File: src/rtl/tx_byte_timer.sv
// Serial byte transmitter: shifts a parallel word out LSB first, holding each bit
// for a programmable number of clocks, with per-bit and per-byte strobes.
module tx_byte_timer #(
  parameter int   DATA_BITS  = 8,
  parameter logic IDLE_LEVEL = 1'b1,
  localparam int  IW         = (DATA_BITS > 1) ? $clog2(DATA_BITS) : 1
) (
  input  logic                 clk,
  input  logic                 rst,
  input  logic [7:0]           bit_period,
  input  logic [DATA_BITS-1:0] tx_data,
  input  logic                 tx_start,
  output logic                 tx_ready,
  output logic                 tx_bit,
  output logic                 bit_strobe,
  output logic                 byte_done,
  output logic [IW-1:0]        bit_index
);
  localparam logic [0:0]    S_IDLE   = 1'b0;
  localparam logic [0:0]    S_SEND   = 1'b1;
  localparam logic [IW-1:0] LAST_IDX = IW'(DATA_BITS - 1);

  logic [0:0]           state;
  logic [7:0]           period;
  logic [7:0]           count;
  logic [DATA_BITS-1:0] shreg;
  logic [DATA_BITS-1:0] shifted;
  logic [IW-1:0]        idx_q;
  logic                 at_end;
  logic                 load;

  assign at_end     = (state == S_SEND) && (count == period);
  assign bit_strobe = at_end;
  assign byte_done  = at_end && (idx_q == LAST_IDX);
  // Ready during the final clock lets the next byte load with no idle gap.
  assign tx_ready   = (state == S_IDLE) || byte_done;
  assign load       = tx_start && tx_ready;
  assign shifted    = shreg >> 1;
  assign bit_index  = idx_q;

  always_ff @(posedge clk) begin
    if (rst) begin
      state  <= S_IDLE;
      period <= '0;
      count  <= '0;
      shreg  <= '0;
      idx_q  <= '0;
      tx_bit <= IDLE_LEVEL;
    end else if (load) begin
      state  <= S_SEND;
      shreg  <= tx_data;
      period <= (bit_period == 8'd0) ? 8'd1 : bit_period;
      count  <= 8'd1;
      idx_q  <= '0;
      tx_bit <= tx_data[0];
    end else if (byte_done) begin
      state  <= S_IDLE;
      count  <= '0;
      shreg  <= '0;
      idx_q  <= '0;
      tx_bit <= IDLE_LEVEL;
    end else if (bit_strobe) begin
      count  <= 8'd1;
      shreg  <= shifted;
      idx_q  <= idx_q + 1'b1;
      tx_bit <= shifted[0];
    end else if (state == S_SEND) begin
      count  <= count + 8'd1;
    end
  end
endmodule

File: config.mk
export PLATFORM = sky130hd
export DESIGN_NAME = tx_byte_timer
export DESIGN_NICKNAME = d
export VERILOG_FILES = /design/src/rtl/tx_byte_timer.sv
export SDC_FILE = /design/constraint.sdc
export NUM_CORES = 1
export LEC_CHECK = 0
export ABC_AREA = 1
export CAP_MARGIN = 20
export CELL_PAD_IN_SITES_DETAIL_PLACEMENT = 0
export CELL_PAD_IN_SITES_GLOBAL_PLACEMENT = 2
export CORE_UTILIZATION = 29
export DETAILED_ROUTE_END_ITERATION = 7
export GPL_TIMING_DRIVEN = 1
export PLACE_DENSITY = 0.88
export SETUP_SLACK_MARGIN = 0.1
export SLEW_MARGIN = 20
export SYNTH_ARGS = -nofsm -noshare
export SYNTH_HDL_FRONTEND = slang
export SYNTH_SLANG_ARGS = --single-unit
File: constraint.sdc
create_clock -name clk -period 1.96 [get_ports clk]
set_input_delay 0.392 -clock clk [delete_from_list [all_inputs] [get_ports clk]]
set_output_delay 0.392 -clock clk [all_outputs]
set_load 0.05 [all_outputs]
## Yosys cells after proc, flatten, opt, wreduce, memory -nomap -nowiden

Cells that the tools add are included.

- Register bits: 29
- Output and inout bits: 7
- Logic and storage cells: 35
- Bits of input ports: 19

- Reduce and logical (&&, ||, !) cells: 10
- $add $sub $neg: 2
- Eq/ne operators: 2
- Bitwise logic cells: 1
- Muxes and demuxes: 13

Operators with widths:

| operator | count |
|---|---|
| $mux 8 | 4 |
| $mux 1 | 9 |
| $add 8x1->8 const B | 1 |
| $eq 8x8->1 | 1 |
| $logic_not 8->1 | 1 |
| $reduce_bool 4->1 | 1 |
| $reduce_or 4->1 | 1 |
| $add 3x1->3 const B | 1 |
| $eq 3x3->1 const B | 1 |
| $logic_and 1x1->1 | 3 |
| $reduce_bool 3->1 | 1 |
| $reduce_or 3->1 | 1 |
| $reduce_bool 2->1 | 1 |
| $logic_or 1x1->1 | 1 |
| $not 1->1 | 1 |

## Longest topological paths before layout

Gate-level depths: netlist of run 1.

- Word-level depth: 6
- Gate-level depth with buffers: 13
- Mapped depth without buffers: 13

## Worst setup path after synthesis of run 1

Ideal clock, no wire load.

- Path type: reg2out
- From: register idx_q[0] (netlist: bit_index[0])
- To: output port tx_ready
- Stages on the path, launching flop included: 6
- Path buffers: 1
- Path slack: 0.112 ns
- Data required time: 1.568 ns
- Arrival: 1.456 ns
- Cells stage by stage: dfxtp_1 ha_1 ha_1 nand3_2 nand2_4 buf_6

- Word-level cells in the longest chain between the ends: 3

RTL lines:

| what | line | text |
|---|---|---|
| from (decl) | 28 | `logic [IW-1:0] idx_q;` |
| from (signal assigned) | 65 | `idx_q <= idx_q + 1'b1;` |
| $eq 3x3->1 | 34 | `assign byte_done = at_end && (idx_q == LAST_IDX);` |
| $logic_and 1x1->1 | 34 |  |
| $logic_or 1x1->1 | 36 | `assign tx_ready = (state == S_IDLE) \|\| byte_done;` |
| to (decl) | 13 | `output logic tx_ready,` |

No other way between the ends.

## Worst setup path after layout of run 1

- From: register count[6]
- To: output port byte_done

- Word-level cells in the longest chain between the ends: 3

RTL lines:

| what | line | text |
|---|---|---|
| from (decl) | 25 | `logic [7:0] count;` |
| from (signal assigned) | 68 | `count <= count + 8'd1;` |
| $eq 8x8->1 | 32 | `assign at_end = (state == S_SEND) && (count == period);` |
| $logic_and 1x1->1 | 32 |  |
| $logic_and 1x1->1 | 34 |  |
| to (decl) | 16 | `output logic byte_done,` |

No other way between the ends.

==> flow_summary.rst, run 1 <==
.. list-table::
   :header-rows: 1

   * - Metric
     - Value
   * - Run status
     - completed
   * - Filler cell count
     - 550
   * - Number of vias after detailed routing
     - 1,491
   * - Number of global-route vias before repair
     - 1,363
   * - Starting density of the core
     - 30.1%
   * - Clk pwr share
     - 34.4%
   * - Antenna cells
     - 0
   * - Finished Layout Cells
     - 319
   * - Row cnt
     - 26
   * - Wire length per cell
     - 12.5 um
   * - Nets
     - 272
   * - Clock Tree Buf Depth
     - 2
   * - Synthesis-to-finish area growth
     - 40.0%
   * - Relative slew slack
     - 66.1%
   * - Grt peak-use layer
     - met2
   * - Average cell area after synthesis
     - 7.27 um^2
   * - Global-route wire length before repair
     - 6.18 mm
   * - Total I/O pin count
     - 26
   * - Leading cell type in the layout, fill and taps excluded
     - sky130_fd_sc_hd__nand2_1
   * - Fin Setup TNS
     - 0 ns
   * - Power density relative to cell area
     - 646 nW/um^2
   * - Antenna violations before repair
     - 0
   * - Worst VDD drop
     - 0.279 mV
   * - Final min period
     - 1.87 ns
   * - DP Worst Slack
     - 0.230 ns
   * - Routability cong.
     - 0.773
   * - GRT Resource Usage Total
     - 14.7%
   * - Most used flip-flop cell after synthesis
     - sky130_fd_sc_hd__dfxtp_1
   * - Later-pin clock latency in the skew report
     - 0.29 ns
   * - Number of H-tree branching levels
     - 1
   * - Number of detailed-routing iterations run before antenna repair
     - 6
   * - Sw frac
     - 27.6%
   * - Post-synthesis sequential area ratio
     - 36.7%
   * - Met1 track utilization from global routing
     - 16.7%
   * - Post-Syn Nets
     - 232
   * - Sink count of the clock tree
     - 28
   * - CP max FO
     - 3
   * - Number of buffers inserted for hold repair after clock tree synthesis
     - 0
   * - Nature of the critical path endpoint
     - output port
   * - Total number of yosys warnings
     - 0
   * - Remaining antenna violation count after routing
     - 0
   * - Number of instances in the synthesized netlist
     - 210
   * - Width of the die
     - 74.6 um
   * - LEAKAGE
     - 0.912 nW
   * - Transition time at the pin with the least slew margin
     - 0.508 ns
   * - Arr. time, crit path
     - 1.48 ns
   * - Clock tree from TritonCTS
     - built
   * - Proportion of power drawn by combinational gates
     - 21.1%
   * - Register clock-pin slew on the reported worst setup and hold paths
     - 0.11 ns
   * - Met2 Use GR
     - 27.8%
   * - Root buffer cell
     - sky130_fd_sc_hd__clkbuf_8
   * - Total of endpoints with negative setup slack in the final report
     - 0
   * - Class of the most critical setup path
     - reg -> out
   * - Number of design-rule violations left by the first detailed-router iteration
     - 38
   * - Core area
     - 5070 um^2
   * - Mean number of vias per cell
     - 4.67
   * - Commonest cells after routing, fill and taps aside
     - 35 x sky130_fd_sc_hd__nand2_1, 23 x sky130_fd_sc_hd__nand3_1, 19 x sky130_fd_sc_hd__inv_1
   * - Count of flip-flops with a built-in enable after synthesis
     - 0
   * - Setup WS post-layout
     - 0.0911 ns
   * - Remaining DRCs
     - 0
   * - Maximum number of pins on one net before global-route repair
     - 27
   * - GR Util met3
     - 2.17%
   * - Data required time at the worst endpoint
     - 1.57 ns
   * - Cell-internal power
     - 1.00 mW
   * - Worst hold-check slack
     - 0.471 ns
   * - Register bit count reported by yosys
     - 28
   * - Multi-input combinational cell area
     - 865 um^2
   * - Total wirelength of the detailed-routed design
     - 3.98 mm
   * - Number of different library cells in the post-synthesis netlist
     - 28
   * - Placed Instances
     - 302
   * - DP Wirelength
     - 2.79 mm
   * - Hold crit path type
     - reg -> reg
   * - Chip height
     - 74.6 um
   * - Hold Fails Final Rpt
     - 0
   * - Skew final
     - 0.0161 ns
   * - Final slew viol count
     - 0
   * - Die area
     - 5560 um^2
   * - Fraction of synthesis flops using an asynchronous set or reset pin
     - 0%
   * - PortBufs
     - 25
   * - Max-cap violations
     - 0
   * - Number of buffers added by the clock tree synthesis step
     - 3
   * - Sequential fraction of design power
     - 44.5%
   * - Net switching component of the power
     - 0.382 mW
   * - Total grt overflow
     - 0
   * - Unrepaired setup endpoints after global routing
     - true
   * - Share of layout cells above drive strength 1
     - 27.7%
   * - Highest clock frequency the design can meet
     - 535 MHz
   * - Area taken by flip-flops and latches
     - 581 um^2
   * - Combined area of all synthesized cells
     - 1530 um^2
   * - Period utilisation layout
     - 95.4%
   * - Critical path launch point type
     - flip-flop
worst paths after layout:
| kind | start | end | slack, ns | depth (start not counted) |
|---|---|---|---|---|
| min reg2reg | period[0] | period[0] | 0.47 | 2 |
| max | count[6] | byte_done | 0.09 | 9 |
| max reg2reg | count[6] | bit_index[0] | 0.25 | 11 |
| min | period[0] | period[0] | 0.47 | 2 |
cell type report:
| type | instances | share of cell area (%) |
|---|---|---|
| Tap cell | 70 | 4.10 |
| Inverter | 27 | 4.92 |
| Clock buffer | 3 | 1.93 |
| Timing Repair Buffer | 43 | 20.1 |
| Multi-Input combinational cell | 147 | 40.4 |
| Sequential cell | 28 | 27.2 |
| Clock inverter | 1 | 1.40 |
registers in the layout (all words and copies together), names as in the netlist:
name	flops
state	1
shreg	7
bit_index	3
period	8
count	8
tx_bit	1
Yosys cell counts, types with 2 or more instances:
cell type                   number  area [um^2]
sky130_fd_sc_hd__nand2_2         2         12.5
sky130_fd_sc_hd__nor2_2          2         12.5
sky130_fd_sc_hd__buf_2           2         10.0
sky130_fd_sc_hd__nor3b_1         2         15.0
sky130_fd_sc_hd__buf_4           2         15.0
sky130_fd_sc_hd__buf_6           3         33.8
sky130_fd_sc_hd__o21ai_0         3         15.0
sky130_fd_sc_hd__o21ai_1         6         30.0
sky130_fd_sc_hd__nand2_4         3         33.8
sky130_fd_sc_hd__a21oi_2         2         17.5
sky130_fd_sc_hd__o2111ai_1       6         52.6
sky130_fd_sc_hd__nand2_1        42          158
sky130_fd_sc_hd__inv_1          25         93.8
sky130_fd_sc_hd__nand3_2         2         20.0
sky130_fd_sc_hd__nor2_1         11         41.3
sky130_fd_sc_hd__a21oi_1        17         85.1
sky130_fd_sc_hd__inv_2           2         7.51
sky130_fd_sc_hd__nor3_1          9         45.0
sky130_fd_sc_hd__clkbuf_1        2         7.51
sky130_fd_sc_hd__xor2_1          7         61.3
sky130_fd_sc_hd__dfxtp_1        28          561
sky130_fd_sc_hd__ha_1            3         37.5
sky130_fd_sc_hd__nand3_1        24          120
cell families (layout without fill, tap and decap cells):
family | Yosys count | count (layout) | synth area share [%]
DFF | 28 | 28 | 36.7
AOI/OAI and AO/OA | 35 | 35 | 13.9
buffers and inverters | 36 | 74 | 11.0
xor gates and xnor gates | 7 | 7 | 4.01
and+or+nand+nor | 100 | 101 | 31.3
muxes | 1 | 1 | 0.655
adders and majority gates | 3 | 3 | 2.46
layer usage:
layer	routed length (um)	vias to the layer above
met3	138	7
met5	0	-
met2	2020	28
met1	1760	684
li1	-	772
met4	61	0
what timing repair did:
action / CTS / global route
gates cloned: 0 / 1
gates resized for setup: 24 / 20
pin swaps: 5 / 9
endpoints found under the setup margin: 6 / 27
setup buffers: 5 / 7
power by group through the flow:
| stage | clock network [mW] | registers (mW) | logic [mW] |
|---|---|---|---|
| 2_1_floorplan | 0 | 0.633 | 0.152 |
| 3_3_place_gp | 0 | 0.627 | 0.250 |
| 3_5_place_dp | 0 | 0.627 | 0.250 |
| 4_1_cts | 0.481 | 0.615 | 0.260 |
| 5_1_grt | 0.504 | 0.618 | 0.322 |
| 6_report | 0.475 | 0.615 | 0.291 |
worst max-delay path, stage by stage (launching register included):
cell and delay (ns):
sky130_fd_sc_hd__dfxtp_4 0.39, sky130_fd_sc_hd__inv_2 0.05, sky130_fd_sc_hd__nand2_2 0.06, sky130_fd_sc_hd__nand2_2 0.06
sky130_fd_sc_hd__nor2_2 0.12, sky130_fd_sc_hd__nand3_2 0.10, sky130_fd_sc_hd__nor2_4 0.14, sky130_fd_sc_hd__nand2_2 0.08
sky130_fd_sc_hd__inv_2 0.07, sky130_fd_sc_hd__buf_12 0.13
stage by stage:
| stage | power (mW) | instance area [um^2] | util (%) |
|---|---|---|---|
| 2_1_floorplan | 0.786 | 1530 | - |
| 3_3_place_gp | 0.877 | 1870 | 36.9 |
| 3_5_place_dp | 0.877 | 1870 | 36.9 |
| 4_1_cts | 1.36 | 2010 | 39.6 |
| 5_1_grt | 1.44 | 2140 | 42.1 |
| 6_report | 1.38 | 2140 | 42.1 |
Power figures use the tool's default switching activity.
==> run 2: changes to the inputs <==
- MAX_ROUTING_LAYER: not set -> met4
==> flow_summary.rst, run 2 (synthesis results as in run 1) <==
.. list-table::
   :header-rows: 1

   * - Metric
     - Value
   * - Total I/O pin count
     - 26
   * - Later-pin clock latency in the skew report
     - 0.29 ns
   * - Final design utilization
     - 42.1%
   * - Relative slew slack
     - 66.1%
   * - Number of cells traversed by the worst register-to-register path
     - 11
   * - Area of all placed cells without fillers
     - 2140 um^2
   * - Hold crit path type
     - reg -> reg
   * - Max-cap violations
     - 0
   * - Run status
     - completed
   * - Starting density of the core
     - 30.1%
   * - Remaining DRCs
     - 0
   * - LEAKAGE
     - 0.912 nW
   * - DP Wirelength
     - 2.79 mm
   * - Number of design-rule violations left by the first detailed-router iteration
     - 35
   * - Global-route wire length before repair
     - 6.20 mm
   * - Period utilisation layout
     - 95.2%
   * - Number of buffers inserted for hold repair after clock tree synthesis
     - 0
   * - Number of detailed-routing iterations run before antenna repair
     - 6
   * - Remaining antenna violation count after routing
     - 0
   * - Nets
     - 272
   * - Root buffer cell
     - sky130_fd_sc_hd__clkbuf_8
   * - Width of the die
     - 74.6 um
   * - Routability cong.
     - 0.783
   * - Commonest cells after routing, fill and taps aside
     - 35 x sky130_fd_sc_hd__nand2_1, 23 x sky130_fd_sc_hd__nand3_1, 19 x sky130_fd_sc_hd__inv_1
   * - Critical path launch point type
     - flip-flop
   * - Transition time at the pin with the least slew margin
     - 0.508 ns
   * - Clock tree from TritonCTS
     - built
   * - Synthesis-to-finish area growth
     - 40.0%
   * - Die area
     - 5560 um^2
   * - Final min period
     - 1.87 ns
   * - PortBufs
     - 25
   * - Total of endpoints with negative setup slack in the final report
     - 0
   * - Number of H-tree branching levels
     - 1
   * - Highest clock frequency the design can meet
     - 536 MHz
   * - Number of buffers added by the clock tree synthesis step
     - 3
   * - Sink count of the clock tree
     - 28
   * - Row cnt
     - 26
   * - Core area
     - 5070 um^2
   * - Antenna violations before repair
     - 0
   * - Leading cell type in the layout, fill and taps excluded
     - sky130_fd_sc_hd__nand2_1
   * - Total wirelength of the detailed-routed design
     - 3.95 mm
   * - Number of vias after detailed routing
     - 1,491
   * - Share of layout cells above drive strength 1
     - 27.7%
   * - Worst VDD drop
     - 0.280 mV
   * - Total grt overflow
     - 0
   * - Final slew viol count
     - 0
   * - GRT Resource Usage Total
     - 15.1%
   * - Wire length per cell
     - 12.4 um
   * - Instance area after placement
     - 1870 um^2
   * - Register clock-pin slew on the reported worst setup and hold paths
     - 0.11 ns
   * - Top flop regs
     - count (8), period (8), shreg (7)
   * - Maximum number of pins on one net before global-route repair
     - 27
   * - Data required time at the worst endpoint
     - 1.57 ns
   * - Power density relative to cell area
     - 646 nW/um^2
   * - Skew final
     - 0.0145 ns
   * - CP max FO
     - 3
   * - Antenna cells
     - 0
   * - Clock Tree Buf Depth
     - 2
   * - Hold Fails Final Rpt
     - 0
   * - Class of the most critical setup path
     - reg -> out
   * - Chip height
     - 74.6 um
   * - Number of global-route vias before repair
     - 1,375
   * - Number of cells on the worst hold path
     - 2
   * - Arr. time, crit path
     - 1.47 ns
   * - Nature of the critical path endpoint
     - output port
   * - Mean number of vias per cell
     - 4.67
   * - Unrepaired setup endpoints after global routing
     - true
run 2: cell counts in the layout (fill, tap and decap cells not counted):
No cell type changed its count.
run 2: path summary, 6_finish.rpt:
| path | endpoint | slack (ns) | startpoint |
|---|---|---|---|
| setup reg to reg | bit_index[0] | 0.25 | count[6] |
| setup / recovery | byte_done | 0.09 | count[6] |
| hold reg to reg | period[0] | 0.47 | period[0] |
| hold / removal | period[0] | 0.47 | period[0] |
run 2: final cells by class:
class                      instances  area [um^2]
tap                               70         87.6
inverter                          27          105
sequential                        28          581
timing repair buffer              43          429
clock inverter                     1         30.0
clock buffer                       3         41.3
multi-input combinational        147          865
fill                             556         2940
run 2: where the power goes:
part / internal [mW] / switching [mW]
logic: 0.129 / 0.162
registers: 0.597 / 0.0181
clock network: 0.274 / 0.202
run 2: stage by stage:
step / setup WS [ns] / setup TNS [ns] / power [mW] / hold WS, ns / cells
finish: 0.0946 / 0 / 1.38 / 0.471 / 319
global route: -0.0385 / -0.0385 / 1.44 / 0.498 / 319
CTS: 0.0750 / 0 / 1.36 / 0.472 / 311
detailed placement: 0.230 / 0 / 0.877 / 0.457 / 302
global placement: 0.232 / 0 / 0.877 / 0.455 / 302
floorplan: 0.112 / 0 / 0.786 / 0.441 / 210
run 2: routing by layer:
| layer | global-route usage [%] | up-vias | routed length [um] |
|---|---|---|---|
| li1 | - | 773 | - |
| met1 | 16.5 | 680 | 1710 |
| met2 | 28.1 | 29 | 2050 |
| met3 | 2.17 | 9 | 116 |
| met4 | 4.40 | 0 | 80 |
| met5 | - | - | 0 |
run 2: worst max-delay path: stages (launching register included):
cell,delay (ns)
sky130_fd_sc_hd__dfxtp_4,0.38
sky130_fd_sc_hd__inv_2,0.05
sky130_fd_sc_hd__nand2_2,0.06
sky130_fd_sc_hd__nand2_2,0.06
sky130_fd_sc_hd__nor2_2,0.12
sky130_fd_sc_hd__nand3_2,0.10
sky130_fd_sc_hd__nor2_4,0.14
sky130_fd_sc_hd__nand2_2,0.08
sky130_fd_sc_hd__inv_2,0.07
sky130_fd_sc_hd__buf_12,0.13
run 2: repair_timing:
| action | in CTS | in global routing |
|---|---|---|
| endpoints found under the hold margin | 0 | 0 |
| setup buffers | 5 | 7 |
| pin swaps | 5 | 8 |
| cloned | 0 | 1 |
| endpoints found under the setup margin | 6 | 27 |
| resized for setup | 24 | 20 |
==> run 3: changes to the inputs <==
- CORE_UTILIZATION: 29 -> 35
- DONT_BUFFER_PORTS: not set -> 1
==> flow_summary.rst, run 3 (synthesis results as in run 1) <==
.. list-table::
   :header-rows: 1

   * - Metric
     - Value
   * - Run status
     - completed
   * - Remaining DRCs
     - 0
   * - Later-pin clock latency in the skew report
     - 0.28 ns
   * - Global-route wire length before repair
     - 5.94 mm
   * - Met1 track utilization from global routing
     - 22.0%
   * - Total of endpoints with negative setup slack in the final report
     - 0
   * - Commonest cells after routing, fill and taps aside
     - 37 x sky130_fd_sc_hd__nand2_1, 23 x sky130_fd_sc_hd__nand3_1
   * - DP Wirelength
     - 2.67 mm
   * - HP Start
     - rst
   * - Remaining antenna violation count after routing
     - 0
   * - Total I/O pin count
     - 26
   * - Clock Tree Buf Depth
     - 2
   * - Nature of the critical path endpoint
     - output port
   * - Total wirelength of the detailed-routed design
     - 3.74 mm
   * - Share of layout cells above drive strength 1
     - 29.6%
   * - PortBufs
     - 0
   * - Wire length per cell
     - 13.5 um
   * - Register clock-pin slew on the reported worst setup and hold paths
     - 0.10 ns
   * - Chip height
     - 68.1 um
   * - Period utilisation layout
     - 95.5%
   * - Max-cap violations
     - 0
   * - Die area
     - 4630 um^2
   * - Worst reg2reg endpoint
     - shreg[4]
   * - Number of buffers added by the clock tree synthesis step
     - 3
   * - LEAKAGE
     - 0.805 nW
   * - Highest clock frequency the design can meet
     - 534 MHz
   * - Multi-input combinational cell area
     - 841 um^2
   * - Row cnt
     - 23
   * - Leading cell type in the layout, fill and taps excluded
     - sky130_fd_sc_hd__nand2_1
   * - Number of detailed-routing iterations run before antenna repair
     - 4
   * - GRT Resource Usage Total
     - 17.9%
   * - Number of buffers inserted for hold repair after clock tree synthesis
     - 0
   * - Launch point of the worst reg-to-reg path
     - count[3]
   * - Synthesis-to-finish area growth
     - 21.5%
   * - Antenna cells
     - 0
   * - Worst VDD drop
     - 0.293 mV
   * - Met2 Use GR
     - 29.7%
   * - Nets
     - 249
   * - CP max FO
     - 4
   * - Fin Setup TNS
     - 0 ns
   * - Final min period
     - 1.87 ns
   * - Worst setup path end
     - byte_done
   * - Routability cong.
     - 0.793
   * - Hold Fails Final Rpt
     - 0
   * - Critical path launch point type
     - flip-flop
   * - GR Util met3
     - 3.00%
   * - Final slew viol count
     - 0
   * - Skew final
     - 0.00229 ns
   * - Relative slew slack
     - 65.9%
   * - FF-to-FF setup slack
     - 0.24 ns
   * - Number of H-tree branching levels
     - 1
   * - Total grt overflow
     - 0
   * - Number of vias after detailed routing
     - 1,376
   * - Transition time at the pin with the least slew margin
     - 0.511 ns
   * - Number of design-rule violations left by the first detailed-router iteration
     - 59
   * - Core area
     - 4090 um^2
   * - Antenna violations before repair
     - 0
   * - Root buffer cell
     - sky130_fd_sc_hd__clkbuf_8
   * - Starting density of the core
     - 37.4%
   * - Filler cell count
     - 415
   * - Width of the die
     - 68.1 um
   * - Unrepaired setup endpoints after global routing
     - true
   * - Critical Path Source
     - period[4]
   * - Top flop regs
     - count (8), period (8), shreg (7)
   * - Area taken by flip-flops and latches
     - 582 um^2
   * - Overall power
     - 1.20 mW
   * - Number of global-route vias before repair
     - 1,293
   * - Class of the most critical setup path
     - reg -> out
   * - Clock tree from TritonCTS
     - built
   * - Arr. time, crit path
     - 1.48 ns
   * - Grt peak-use layer
     - met2
   * - Mean number of vias per cell
     - 4.99
   * - Number of cells traversed by the worst register-to-register path
     - 14
   * - Sink count of the clock tree
     - 28
   * - Power density relative to cell area
     - 646 nW/um^2
   * - Hold crit path type
     - in -> reg
   * - Data required time at the worst endpoint
     - 1.57 ns
   * - Maximum number of pins on one net before global-route repair
     - 27
[run 3: cell count changes in the layout (fill, tap and decap cells not counted), sizes merged]
cell / delta
buf: -1
clkinvlp: -1
dlymetal6s2s: -1
clkbuf: +1
bufinv: -1
nand2: -1
clkdlybuf4s50: -18
inv: +1
bufbuf: +1
dlygate4sd2: -3
[run 3: how the worst min path moves through the flow]
stage / endpoint / cells past startpoint / slack (ns)
2_1_floorplan: period[0] / 2 / 0.44
4_1_cts: shreg[2] / 1 / 0.16
5_1_grt: shreg[1] / 1 / 0.15
3_3_place_gp: shreg[2] / 1 / 0.46
6_report: shreg[2] / 1 / 0.17
3_5_place_dp: shreg[2] / 1 / 0.46
[run 3: layout make-up]
cell class	instances	area share, %
clock buffer	4	2.96
multi-input combinational	146	45.3
sequential	28	31.3
tap	50	3.37
inverter	27	5.46
timing repair buffer	21	11.6
[run 3: critical path, cell delays in order (launching register included)]
cell and delay (ns):
sky130_fd_sc_hd__dfxtp_2 0.35, sky130_fd_sc_hd__inv_2 0.04, sky130_fd_sc_hd__nand2_2 0.05, sky130_fd_sc_hd__o21ai_1 0.07
sky130_fd_sc_hd__nor2_1 0.13, sky130_fd_sc_hd__nand3_2 0.11, sky130_fd_sc_hd__nor2_4 0.17, sky130_fd_sc_hd__nand2_2 0.08
sky130_fd_sc_hd__inv_2 0.07, sky130_fd_sc_hd__buf_12 0.13
[run 3: stage by stage]
stage / hold WS (ns) / util, % / cells / setup WS, ns / area (um^2)
2_1_floorplan: 0.441 / - / 210 / 0.112 / 1530
3_3_place_gp: 0.461 / 39.2 / 258 / 0.266 / 1600
4_1_cts: 0.158 / 44.2 / 275 / 0.0699 / 1810
3_5_place_dp: 0.462 / 39.2 / 258 / 0.295 / 1600
5_1_grt: 0.151 / 45.4 / 276 / 0.000160 / 1860
6_report: 0.165 / 45.4 / 276 / 0.0891 / 1860
[run 3: timing repair]
item	CTS	global route
hold endpoints to repair	0	0
pin swaps	10	9
buffers inserted	12	1
endpoints found under the setup margin	3	15
gates cloned	1	0
gates resized for setup	22	15
[run 3: report_power, final]
group	leakage, nW	internal, mW	switching (mW)	total (mW)
combinational	0.542	0.0854	0.125	0.211
clock	0.0288	0.180	0.186	0.366
sequential	0.235	0.596	0.0278	0.624
total	0.805	0.861	0.339	1.20
[run 3: routing by layer]
| layer | up-vias | share of wire, % | wire [um] |
|---|---|---|---|
| met4 | 0 | 1.0 | 39 |
| li1 | 727 | - | - |
| met3 | 4 | 3.6 | 133 |
| met2 | 26 | 49 | 1830 |
| met5 | - | 0 | 0 |
| met1 | 619 | 46 | 1730 |
